===== src/rtl/dda_param_loader_if.sv =====
// Pin-side and core-side signal bundle of the DDA parameter loader.
// master = pin driver / core, slave = the loader itself.
interface dda_param_loader_if #(
    parameter int N = 16
);
    logic [7:0]   data_in;
    logic         strobe;
    logic         run;
    logic [N-1:0] icx;
    logic [N-1:0] icy;
    logic [N-1:0] mu;
    logic         dda_rst_n;
    logic         busy;
    logic [2:0]   byte_idx;
    logic         loaded;
    logic         timeout_err;

    modport master (
        output data_in, strobe, run,
        input  icx, icy, mu, dda_rst_n, busy, byte_idx, loaded, timeout_err
    );

    modport slave (
        input  data_in, strobe, run,
        output icx, icy, mu, dda_rst_n, busy, byte_idx, loaded, timeout_err
    );
endinterface


===== src/rtl/dda_param_loader.sv =====
// Assembles icx/icy/mu for the posit Van der Pol DDA core from six strobed pin bytes
// and holds the core in reset until a run request arrives.
module dda_param_loader #(
    parameter int           N       = 16,
    parameter logic [N-1:0] DEF_ICX = 16'h4000,
    parameter logic [N-1:0] DEF_ICY = 16'h0000,
    parameter logic [N-1:0] DEF_MU  = 16'h4000,
    parameter int           TIMEOUT = 1000000
) (
    input logic              clk,
    input logic              rst_n,
    dda_param_loader_if.slave bus
);
    localparam int CW = $clog2(TIMEOUT + 1);

    typedef enum logic [1:0] {IDLE, LOAD, RUN} state_t;

    state_t        state;
    logic          strobe_s1, strobe_s2, strobe_s3;
    logic          run_s1, run_s2;
    logic [7:0]    data_s1, data_s2;
    logic [39:0]   shadow;
    logic [CW-1:0] idle_cnt;
    logic [N-1:0]  icx_q, icy_q, mu_q;
    logic          dda_rst_n_q, busy_q, loaded_q, timeout_err_q;
    logic [2:0]    byte_idx_q;
    logic          strobe_edge;

    // data_s2 lines up with the strobe edge: it holds data_in sampled when strobe was first seen high.
    assign strobe_edge = strobe_s2 & ~strobe_s3;

    // NOTE: every register here is written with <= so all flops update together from pre-edge values.
    always_ff @(posedge clk) begin
        if (!rst_n) begin
            state         <= IDLE;
            strobe_s1     <= 1'b0;
            strobe_s2     <= 1'b0;
            strobe_s3     <= 1'b0;
            run_s1        <= 1'b0;
            run_s2        <= 1'b0;
            data_s1       <= '0;
            data_s2       <= '0;
            shadow        <= '0;
            idle_cnt      <= '0;
            icx_q         <= DEF_ICX;
            icy_q         <= DEF_ICY;
            mu_q          <= DEF_MU;
            dda_rst_n_q   <= 1'b0;
            busy_q        <= 1'b0;
            byte_idx_q    <= '0;
            loaded_q      <= 1'b0;
            timeout_err_q <= 1'b0;
        end else begin
            strobe_s1 <= bus.strobe;
            strobe_s2 <= strobe_s1;
            strobe_s3 <= strobe_s2;
            run_s1    <= bus.run;
            run_s2    <= run_s1;
            data_s1   <= bus.data_in;
            data_s2   <= data_s1;

            case (state)
                IDLE: begin
                    dda_rst_n_q <= 1'b0;
                    if (strobe_edge) begin
                        shadow[39:32] <= data_s2;
                        byte_idx_q    <= 3'd1;
                        idle_cnt      <= '0;
                        busy_q        <= 1'b1;
                        state         <= LOAD;
                    end else if (run_s2) begin
                        state <= RUN;
                    end
                end

                LOAD: begin
                    dda_rst_n_q <= 1'b0;
                    if (strobe_edge) begin
                        idle_cnt <= '0;
                        case (byte_idx_q)
                            3'd1:    shadow[31:24] <= data_s2;
                            3'd2:    shadow[23:16] <= data_s2;
                            3'd3:    shadow[15:8]  <= data_s2;
                            3'd4:    shadow[7:0]   <= data_s2;
                            default: ;
                        endcase
                        if (byte_idx_q == 3'd5) begin
                            // All three words change on one edge so the core never sees a mixed set.
                            icx_q      <= shadow[39:24];
                            icy_q      <= shadow[23:8];
                            mu_q       <= {shadow[7:0], data_s2};
                            loaded_q   <= 1'b1;
                            byte_idx_q <= '0;
                            busy_q     <= 1'b0;
                            state      <= IDLE;
                        end else begin
                            byte_idx_q <= byte_idx_q + 3'd1;
                        end
                    end else if (idle_cnt == CW'(TIMEOUT - 1)) begin
                        shadow        <= '0;
                        idle_cnt      <= '0;
                        byte_idx_q    <= '0;
                        timeout_err_q <= 1'b1;
                        busy_q        <= 1'b0;
                        state         <= IDLE;
                    end else begin
                        idle_cnt <= idle_cnt + CW'(1);
                    end
                end

                RUN: begin
                    // Dropping dda_rst_n on exit makes the core reload icx/icy on the next run.
                    if (!run_s2) begin
                        dda_rst_n_q <= 1'b0;
                        state       <= IDLE;
                    end else begin
                        dda_rst_n_q <= 1'b1;
                    end
                end

                default: begin
                    dda_rst_n_q <= 1'b0;
                    state       <= IDLE;
                end
            endcase
        end
    end

    assign bus.icx         = icx_q;
    assign bus.icy         = icy_q;
    assign bus.mu          = mu_q;
    assign bus.dda_rst_n   = dda_rst_n_q;
    assign bus.busy        = busy_q;
    assign bus.byte_idx    = byte_idx_q;
    assign bus.loaded      = loaded_q;
    assign bus.timeout_err = timeout_err_q;
endmodule


===== src/flat_wrapper.sv =====
// flat-port wrapper written by rule: the top's interface ports become plain ports
module dda_param_loader_flat 
#(
    parameter int           N       = 16,
    parameter logic [N-1:0] DEF_ICX = 16'h4000,
    parameter logic [N-1:0] DEF_ICY = 16'h0000,
    parameter logic [N-1:0] DEF_MU  = 16'h4000,
    parameter int           TIMEOUT = 1000000
)
  (clk, rst_n, bus_data_in, bus_strobe, bus_run, bus_icx, bus_icy, bus_mu, bus_dda_rst_n, bus_busy, bus_byte_idx, bus_loaded, bus_timeout_err);
  dda_param_loader_if #(.N(N)) bus_i ();
  input logic clk;
  input logic rst_n;
  input wire logic [$bits(bus_i.data_in)-1:0] bus_data_in;
  input wire logic [$bits(bus_i.strobe)-1:0] bus_strobe;
  input wire logic [$bits(bus_i.run)-1:0] bus_run;
  output wire logic [$bits(bus_i.icx)-1:0] bus_icx;
  output wire logic [$bits(bus_i.icy)-1:0] bus_icy;
  output wire logic [$bits(bus_i.mu)-1:0] bus_mu;
  output wire logic [$bits(bus_i.dda_rst_n)-1:0] bus_dda_rst_n;
  output wire logic [$bits(bus_i.busy)-1:0] bus_busy;
  output wire logic [$bits(bus_i.byte_idx)-1:0] bus_byte_idx;
  output wire logic [$bits(bus_i.loaded)-1:0] bus_loaded;
  output wire logic [$bits(bus_i.timeout_err)-1:0] bus_timeout_err;
  assign bus_i.data_in = bus_data_in;
  assign bus_i.strobe = bus_strobe;
  assign bus_i.run = bus_run;
  assign bus_icx = bus_i.icx;
  assign bus_icy = bus_i.icy;
  assign bus_mu = bus_i.mu;
  assign bus_dda_rst_n = bus_i.dda_rst_n;
  assign bus_busy = bus_i.busy;
  assign bus_byte_idx = bus_i.byte_idx;
  assign bus_loaded = bus_i.loaded;
  assign bus_timeout_err = bus_i.timeout_err;
  dda_param_loader #(.N(N), .DEF_ICX(DEF_ICX), .DEF_ICY(DEF_ICY), .DEF_MU(DEF_MU), .TIMEOUT(TIMEOUT)) u_core (.clk(clk), .rst_n(rst_n), .bus(bus_i));
endmodule

===== config.mk =====
export PLATFORM = sky130hd
export DESIGN_NAME = dda_param_loader_flat
export DESIGN_NICKNAME = d
export VERILOG_FILES = /design/src/rtl/dda_param_loader_if.sv /design/src/rtl/dda_param_loader.sv /design/src/flat_wrapper.sv
export SDC_FILE = /design/constraint.sdc
export NUM_CORES = 1
export LEC_CHECK = 0
export BUFFER_PORTS_ARGS = -buffer_cell sky130_fd_sc_hd__buf_2
export CELL_PAD_IN_SITES_DETAIL_PLACEMENT = 0
export CELL_PAD_IN_SITES_GLOBAL_PLACEMENT = 1
export CORE_UTILIZATION = 43
export DETAILED_ROUTE_END_ITERATION = 7
export HOLD_SLACK_MARGIN = 0.03
export PLACE_DENSITY_LB_ADDON = 0.1
export SLEW_MARGIN = 30
export SYNTH_ARGS = -nofsm -noshare
export SYNTH_HDL_FRONTEND = slang
export SYNTH_SLANG_ARGS = --single-unit

===== constraint.sdc =====
create_clock -name clk -period 2.57 [get_ports clk]
set_clock_uncertainty 0.05 [all_clocks]
set_input_delay 0.1285 -clock clk [delete_from_list [all_inputs] [get_ports clk]]
set_output_delay 0.1285 -clock clk [all_outputs]
set_load 0.005 [all_outputs]

======== Yosys cells after proc, flatten, opt, wreduce, memory -nomap -nowiden ========
Index checks and enable logic that the tools add are counted.
cells by class
  add/sub/neg operators ................... 2
  multiply operators ...................... 0
  divide/modulo/power cells ............... 0
  magnitude comparators ................... 0
  eq/ne operators ......................... 19
  shifts and indexed selects .............. 0
  multiplexer cells ....................... 31
  bitwise operators ....................... 3
  reductions and logical operators ........ 15
operator list
  kind                                            number
  two-way mux 20 bit                              3
  two-way mux 8 bit                               6
  two-way mux 40 bit                              1
  case mux 20 bit (2 select lines)                1
  two-way mux 32 bit                              1
  AND reduction 3 bit                             7
  adder 20 x 1 -> 20 bit (second input constant)  1
  == test 20 bit (second input constant)          1
  case mux 8 bit (2 select lines)                 1
  two-way mux 2 bit                               6
  two-way mux 3 bit                               4
  != test 2 bit (second input constant)           6
  AND reduction 4 bit                             3
  == test 3 x 2 -> 1 bit (second input constant)  2
  == test 3 bit (second input constant)           2
  != test 3 x 1 -> 1 bit (second input constant)  2
  case mux 2 bit (3 select lines)                 1
  case mux 3 bit (2 select lines)                 1
  two-way mux 1 bit                               5
  != test 2 x 1 -> 1 bit (second input constant)  2
  AND reduction 2 bit                             2
  nonzero test 2 bit                              2
  adder 3 x 1 -> 3 bit (second input constant)    1
  == test 3 x 1 -> 1 bit (second input constant)  1
  other kinds (7)                                 8
word-level totals
  register bits after elaboration ......... 138
  bits in latches ......................... 0
  RAM bits ................................ 0
  memory bits (read-only) ................. 0
  input bits .............................. 12
  output and inout port bits .............. 55
  word-level logic and storage cells ...... 92
  memories kept ........................... 0

======== Logic depth before layout (Yosys ltp) ========
Gate-level depths: netlist of the first run.
  word-level depth ........................ 4
  depth in mapped cells ................... 8
  depth with buffers taken out ............ 6

======== Worst setup path before layout of the first run ========
OpenSTA, ideal clock, no wires.
  path type ............................... register to register
  start point ............................. reg u_core.idle_cnt[0]
  end point ............................... reg u_core.shadow[32]
  setup time .............................. 0.117 ns
  data arrival time ....................... 1.761 ns
  required time ........................... 2.403 ns
  slack ................................... 0.642 ns
  stages on the path, launching flop included .. 7
  buffers on the path ..................... 0
  period minus slack after synthesis ...... 1.928 ns
  cell sequence ........................... dfxtp_1 > ha_1 > nand3_1 > or4bb_1 > nor4_1 > o21ai_1 > a22o_1
on the way
  longest elaborated chain between the ends .. 3
RTL lines
  item                              line                     RTL
  start: declaration                dda_param_loader.sv:23   logic [CW-1:0] idle_cnt;
  start signal: assignment          dda_param_loader.sv:107  idle_cnt <= idle_cnt + CW'(1);
  == test 20 bit                    dda_param_loader.sv:99   end else if (idle_cnt == CW'(TIMEOUT - 1)) begin
  != test 2 x 1 -> 1 bit (no line)  -
  AND reduction 4 bit (no line)     -
  end signal: assignment            dda_param_loader.sv:66   shadow[39:32] <= data_s2;
  end: declaration                  dda_param_loader.sv:22   logic [39:0] shadow;
Every way passes these cells.
A chain may end at the register's enable or synchronous reset.

======== Worst setup path in the final report of the first run ========
Ends and elaborated chain as after synthesis.

==> results of run 1 <==
==> sequential cells by signal, summed over array words and instances, names as in the netlist <==
name,count
u_core.state,2
u_core.shadow,40
u_core.bus.icx,16
u_core.bus.icy,16
u_core.run_s1,1
u_core.bus.byte_idx,3
u_core.bus.timeout_err,1
u_core.idle_cnt,20
u_core.run_s2,1
u_core.bus.loaded,1
u_core.data_s1,8
u_core.strobe_s2,1
u_core.bus.mu,16
u_core.strobe_s1,1
u_core.strobe_s3,1
u_core.data_s2,8
u_core.bus.busy,1
u_core.bus.dda_rst_n,1
==> worst max-delay path, cell delays in order, from the launching register on <==
cell,delay (ns)
dfxtp_1,0.37
ha_1,0.27
nand3_1,0.14
or4bb_1,0.50
nor4_1,0.25
o21ai_1,0.24
a22o_1,0.24
==> how the worst max path moves through the flow <==
stage / from / end / slack, ns / cells after the start
finish: u_core.idle_cnt[0]$_SDFFE_PN0P_ / u_core.shadow[32]$_SDFFE_PN0P_ / 0.39 / 6
global route: u_core.idle_cnt[0]$_SDFFE_PN0P_ / u_core.shadow[33]$_SDFFE_PN0P_ / 0.13 / 6
CTS: u_core.idle_cnt[0]$_SDFFE_PN0P_ / u_core.shadow[39]$_SDFFE_PN0P_ / 0.39 / 6
detailed placement: u_core.idle_cnt[0]$_SDFFE_PN0P_ / u_core.shadow[38]$_SDFFE_PN0P_ / 0.39 / 6
global placement: u_core.idle_cnt[0]$_SDFFE_PN0P_ / u_core.shadow[39]$_SDFFE_PN0P_ / 0.43 / 6
floorplan: u_core.idle_cnt[0]$_SDFFE_PN0P_ / u_core.shadow[32]$_SDFFE_PN0P_ / 0.64 / 6
==> kinds of logic (layout without fill, tap and decap cells) <==
| group | Yosys count | in the layout | share of synthesized area |
|---|---|---|---|
| and+or+nand+nor | 262 | 262 | 0.235 |
| DFF | 138 | 138 | 0.537 |
| AOI/OAI and AO/OA | 86 | 86 | 0.105 |
| buffers and inverters | 42 | 123 | 0.0379 |
| muxes | 32 | 32 | 0.0622 |
| xor gates and xnor gates | 11 | 11 | 0.0187 |
| adders and majority gates | 2 | 2 | 0.00486 |
==> synthesized netlist by cell type, types with 2 or more instances <==
master | count | area share
nor3_1 | 6 | 0.0058
a31oi_2 | 2 | 0.0049
o21ai_0 | 4 | 0.0039
nor2b_1 | 4 | 0.0049
xor2_1 | 3 | 0.0051
a21oi_1 | 50 | 0.049
nand2b_1 | 5 | 0.0061
nor4_1 | 3 | 0.0036
nand4_1 | 5 | 0.0061
nor2_1 | 27 | 0.020
and2_1 | 22 | 0.027
a22o_1 | 8 | 0.014
buf_2 | 6 | 0.0058
buf_6 | 3 | 0.0066
inv_1 | 6 | 0.0044
buf_4 | 2 | 0.0029
nand3b_1 | 3 | 0.0044
nand3_1 | 26 | 0.025
and4_1 | 3 | 0.0051
nand2_1 | 146 | 0.11
a31oi_1 | 8 | 0.0097
a21o_1 | 2 | 0.0029
mux2i_1 | 32 | 0.062
dfxtp_1 | 138 | 0.54
xnor2_1 | 8 | 0.014
ha_1 | 2 | 0.0049
o21a_1 | 2 | 0.0029
and3_1 | 4 | 0.0049
clkbuf_1 | 23 | 0.017
==> per-layer routing <==
metal,track usage,routed length (µm),up-vias,share of wire
li1,-,-,2065,-
met1,0.247,5380,1898,0.47
met2,0.312,5520,61,0.49
met3,0.0495,373,4,0.033
met4,0.0883,58,0,0.0051
met5,0,0,-,0
==> power groups by stage <==
stage	Clock, mW	Sequential (mW)	Combinational [mW]
floorplan	0	2.21	0.0770
global placement	0	2.22	0.103
detailed placement	0	2.22	0.103
CTS	2.71	2.17	0.115
global route	2.79	2.18	0.127
finish	2.65	2.18	0.114
==> layout make-up <==
class	count	area [µm²]	share of cell area
Clock inverter	12	195	0.0309
Multi-Input combinational cell	393	2200	0.348
Clock buffer	20	457	0.0724
Timing Repair Buffer	84	490	0.0777
Tap cell	143	179	0.0284
Sequential cell	138	2760	0.438
Inverter	7	26.3	0.00417
==> qor.yml, run 1 <==
place:
  dp.cells: 755
  place_area_um2: 5550
  hpwl_um: 7400
  place.gp.congestion: 0.739
  port-buffer-count: 66
  dp_slack_ns: 0.390
clock_tree:
  cts_buffers: 17
  cts_num_sinks: 138
  cts_root_buf: "clkbuf_16"
  post_cts_resized: 0
  clk_pin_slew_ns: 0.06
  ctsHoldBuffers: 10
  cts_setup_buffers: 0
  cts_tree: "done"
  clockBufferDepth: 2
  cts_max_level: 4
  clk_latency_ns: 0.41
sta:
  relSlewSlack: 0.414
  rsz0062_at_grt: "false"
  hold_ws_ns: 0.200
  fin_tns_setup_ns: 0
  slew_violations: 0
  finalCritPeriodShare: 0.846
  hold_viol: 0
  worst_pin_slew_ns: 0.873
  layout_setup_ws_ns: 0.395
  setup_viol: 0
  min_period_ns: 2.18
  timing.fmax_mhz: 460
synth:
  synth_edf_count: 0
  synth_warnings: 0
  syn-cell-area_um2: 5150
  ys_ff_latch: 138
  ys_seq_area_frac: 0.537
  avgSynthCellArea_um2: 8.98
  yosysUniqueCellTypes: 49
  synthArstFlopShare: 0
  synthCells: 573
  synth_ff_type: "dfxtp_1"
  synth_nets: 587
pwr:
  ir_worst_vdd_v: 0.000375
  total_power_mw: 4.94
  leakage_nw: 2.59
  p_clk_frac: 0.536
  combPwrFrac: 0.023
  seq_power_share: 0.441
  p_switching_mw: 0.966
  intPower_mw: 3.97
  switching_share: 0.196
  cellPowerDensity_nw_per_um2: 782
final_layout:
  final_cell_mix: "nand2_1 (146), dfxtp_1 (138), buf_2 (66)"
  post_route_cells_drive_above_1_share: 0.177
  diodes: 0
  final_common_cell: "nand2_1"
  area_growth_pct: 22.6
  design_area_um2: 6310
  nets: 655
  fill_cells: 1093
  utilization: 0.548
  fin_cells: 797
floorplan:
  core_area_um2: 11500
  start_util: 0.447
  dieArea_um2: 12400
  dieWidth_um: 111
  num_io_pins: 67
  die_h_um: 111
  core.rowCount: 39
setup_path:
  reg2reg_depth: 6
  cp-end-kind: "register"
  cp-start-kind: "register"
  worstPathArrival_ns: 2.43
  reg2reg_to: "u_core.shadow[32]$_SDFFE_PN0P_"
  worst_ep_required_time_ns: 2.83
  rr_startpoint: "u_core.idle_cnt[0]$_SDFFE_PN0P_"
  r2r_slack_ns: 0.39
  cp_max_fo: 8
  path_class: "reg2reg"
status:
  violations: "DRC"
  status: "finished, violations left"
worst_hold_path:
  hp-class: "in2reg"
  min_to: "u_core.bus.mu[14]$_SDFFE_PN1P_"
  min_path_cells: 3
  hp-start: "rst_n"
routing:
  totalWireLength_um: 11300
  ant_nets: 0
  drc: 12
  drtPass1Iterations: 6
  avgRoutedWirePerCell_um: 14.2
  drtIter0Drc: 202
  vias: 4028
  viasPerCell: 5.05
global_routing:
  grt_max_degree: 53
  grt_pass1_vias: 3837
  grt_pass1_wl_um: 18800
  grt_antenna_before_repair: 0
  grt_usage: 0.194
  grt_overflow: 0
flow_run:
  maxCapViolations: 0
(Power assumes the default switching activity.)
==> run 2: changes to the inputs <==
--- a/config.mk
+++ b/config.mk
@@ -8,7 +8,7 @@
 export BUFFER_PORTS_ARGS = -buffer_cell sky130_fd_sc_hd__buf_2
 export CELL_PAD_IN_SITES_DETAIL_PLACEMENT = 0
 export CELL_PAD_IN_SITES_GLOBAL_PLACEMENT = 1
-export CORE_UTILIZATION = 43
+export CORE_UTILIZATION = 39
 export DETAILED_ROUTE_END_ITERATION = 7
 export HOLD_SLACK_MARGIN = 0.03
 export PLACE_DENSITY_LB_ADDON = 0.1
==> constraint.sdc (replaced) <==
create_clock -name clk -period 1.9 [get_ports clk]
set_clock_uncertainty 0.05 [all_clocks]
set_input_delay 0.095 -clock clk [delete_from_list [all_inputs] [get_ports clk]]
set_output_delay 0.095 -clock clk [all_outputs]
set_load 0.005 [all_outputs]
==> qor.yml, run 2 (same netlist as run 1, synthesis figures left out) <==
routing:
  totalWireLength_um: 12100  # was 11300 µm
  drtPass1Iterations: 4  # was 6
  vias: 4259  # was 4028
  drc: 0  # was 12
  viasPerCell: 4.85  # was 5.05
  avgRoutedWirePerCell_um: 13.7  # was 14.2 µm
  drtIter0Drc: 171  # was 202
  ant_nets: 0  # unchanged
final_layout:
  nets: 708  # was 655
  final_cell_mix: "nand2_1 (146), dfxtp_1 (133), buf_2 (66)"  # was nand2_1 (146), dfxtp_1 (138), buf_2 (66)
  regMostFlops: "u_core.shadow"  # unchanged
  ff_latch_area_um2: 2770  # was 2760 µm²
  reg_top3: "u_core.shadow x40, u_core.idle_cnt x20"  # unchanged
  utilization: 0.540  # was 0.548
  multi_input_area_um2: 2330  # was 2200 µm²
  area_growth_pct: 33.5  # was 22.6%
  diodes: 0  # unchanged
  largest_reg_flops: 40  # unchanged
  design_area_um2: 6870  # was 6310 µm²
  post_route_cells_drive_above_1_share: 0.249  # was 0.177
  fill_cells: 1257  # was 1093
  final_common_cell: "nand2_1"  # unchanged
global_routing:
  grt_overflow: 0  # unchanged
  grt_antenna_before_repair: 0  # unchanged
  grt_pass1_vias: 3890  # was 3837
  grt_usage: 0.191  # was 0.194
  grt_pass1_wl_um: 19500  # was 18800 µm
  grt_max_degree: 33  # was 53
sta:
  hold_viol: 0  # unchanged
  relSlewSlack: 0.700  # was 0.414
  timing.fmax_mhz: 523  # was 460 MHz
  slew_violations: 0  # unchanged
  setup_viol: 7  # was 0
  min_period_ns: 1.91  # was 2.18 ns
  finalCritPeriodShare: 1.01  # was 0.846
  layout_setup_ws_ns: -0.0134  # was 0.395 ns
  rsz0062_at_grt: "true"  # was false
  worst_pin_slew_ns: 0.448  # was 0.873 ns
clock_tree:
  clk_latency_ns: 0.42  # was 0.41 ns
  cts_max_level: 4  # unchanged
  cts_root_buf: "clkbuf_16"  # unchanged
  cts_tree: "done"  # unchanged
  cts_num_sinks: 138  # unchanged
  cts_buffers: 17  # unchanged
  clk_pin_slew_ns: 0.06  # about the same
  clockBufferDepth: 2  # unchanged
setup_path:
  path_buf_inv: 2  # was 0
  reg2reg_depth: 7  # was 6
  cp_max_fo: 8  # unchanged
  cp-end-kind: "register"  # unchanged
  worstPathArrival_ns: 2.16  # was 2.43 ns
  cp_top_family: "simple AND/OR/NAND/NOR gates"  # unchanged
  cp.depth: 7  # was 6
  worst_ep_required_time_ns: 2.14  # was 2.83 ns
  crit_chain: "nand2b_4, or4_4, nor3_4, buf_6, a31oi_4, buf_8, mux2i_1"  # was ha_1, nand3_1, or4bb_1, nor4_1, o21ai_1, a22o_1
  cp-start-kind: "register"  # unchanged
  cp_slowest_cell: "or4_4"  # was or4bb_1
  path_class: "reg2reg"  # unchanged
  slowest_delay_ns: 0.54  # was 0.50 ns
floorplan:
  num_io_pins: 67  # unchanged
  start_util: 0.405  # was 0.447
  dieWidth_um: 117  # was 111 µm
  core_area_um2: 12700  # was 11500 µm²
  die_h_um: 117  # was 111 µm
  dieArea_um2: 13700  # was 12400 µm²
  core.rowCount: 41  # was 39
pwr:
  total_power_mw: 6.21  # was 4.94 mW
  leakage_nw: 2.88  # was 2.59 nW
  cellPowerDensity_nw_per_um2: 904  # was 782 nW/µm²
  ir_worst_vdd_v: 0.000509  # was 0.000375 V
status:
  violations: "setup timing"  # was DRC
  status: "finished, violations left"  # unchanged
worst_hold_path:
  min_path_cells: 3  # unchanged
  hp-class: "in2reg"  # unchanged
place:
  place.gp.congestion: 0.874  # was 0.739
  dp_slack_ns: -0.0897  # was 0.390 ns
  place_area_um2: 5950  # was 5550 µm²
  port-buffer-count: 66  # unchanged
  hpwl_um: 8350  # was 7400 µm
flow_run:
  maxCapViolations: 0  # unchanged
-- run 2: area by class of cell --
cell class	instances	share of cell area
repair buffers	137	0.140
multi-input cells	393	0.339
well taps	172	0.0313
inverters	7	0.00382
flip-flops and latches	138	0.403
clock inverters	5	0.00474
clock buffers	27	0.0776
-- run 2: where the power goes --
part | internal, mW | total (mW) | switching [mW] | leakage, nW
Sequential | 2.92 | 2.94 | 0.0178 | 1.12
Combinational | 0.0900 | 0.203 | 0.113 | 1.49
Clock | 1.91 | 3.06 | 1.16 | 0.272
-- run 2: metrics by stage --
stage	TNS, ns	hold slack (ns)	cells
after floorplan	0	0.172	573
after global placement	-0.453	0.251	825
after detailed placement	-1.28	0.255	825
after CTS	-0.270	0.363	875
after global routing	-1.49	0.392	879
final	-0.0517	0.377	879
-- run 2: tightest hold or removal path, cell delays in order --
cell,delay (ns)
dlygate4sd3_1,0.52
buf_2,0.09
and2_1,0.11
-- run 2: worst paths after layout --
path | start | endpoint | slack, ns
max reg2reg | u_core.idle_cnt[15]$_SDFFE_PN0P_ | u_core.shadow[16]$_SDFFE_PN0P_ | -0.01
max | u_core.idle_cnt[15]$_SDFFE_PN0P_ | u_core.shadow[16]$_SDFFE_PN0P_ | -0.01
min | bus_data_in[2] | u_core.data_s1[2]$_SDFF_PN0_ | 0.38
min reg2reg | u_core.strobe_s1$_SDFF_PN0_ | u_core.strobe_s2$_SDFF_PN0_ | 0.38
-- run 2: metal layers --
metal	track usage	up-vias	part of all wire
li1	-	2180	-
met1	0.252	1985	0.48
met2	0.292	75	0.46
met3	0.0489	19	0.038
met4	0.0903	0	0.018
met5	0	-	0
-- run 2: what timing repair did --
action                                 4_1_cts  5_1_grt
endpoints found under the hold margin       14        0
hold buffers                                17        0
cloned                                       0        1
setup endpoints to repair                   34       54
gates resized for setup                      7       25
pin swaps                                    6        1
setup buffers                                1        3
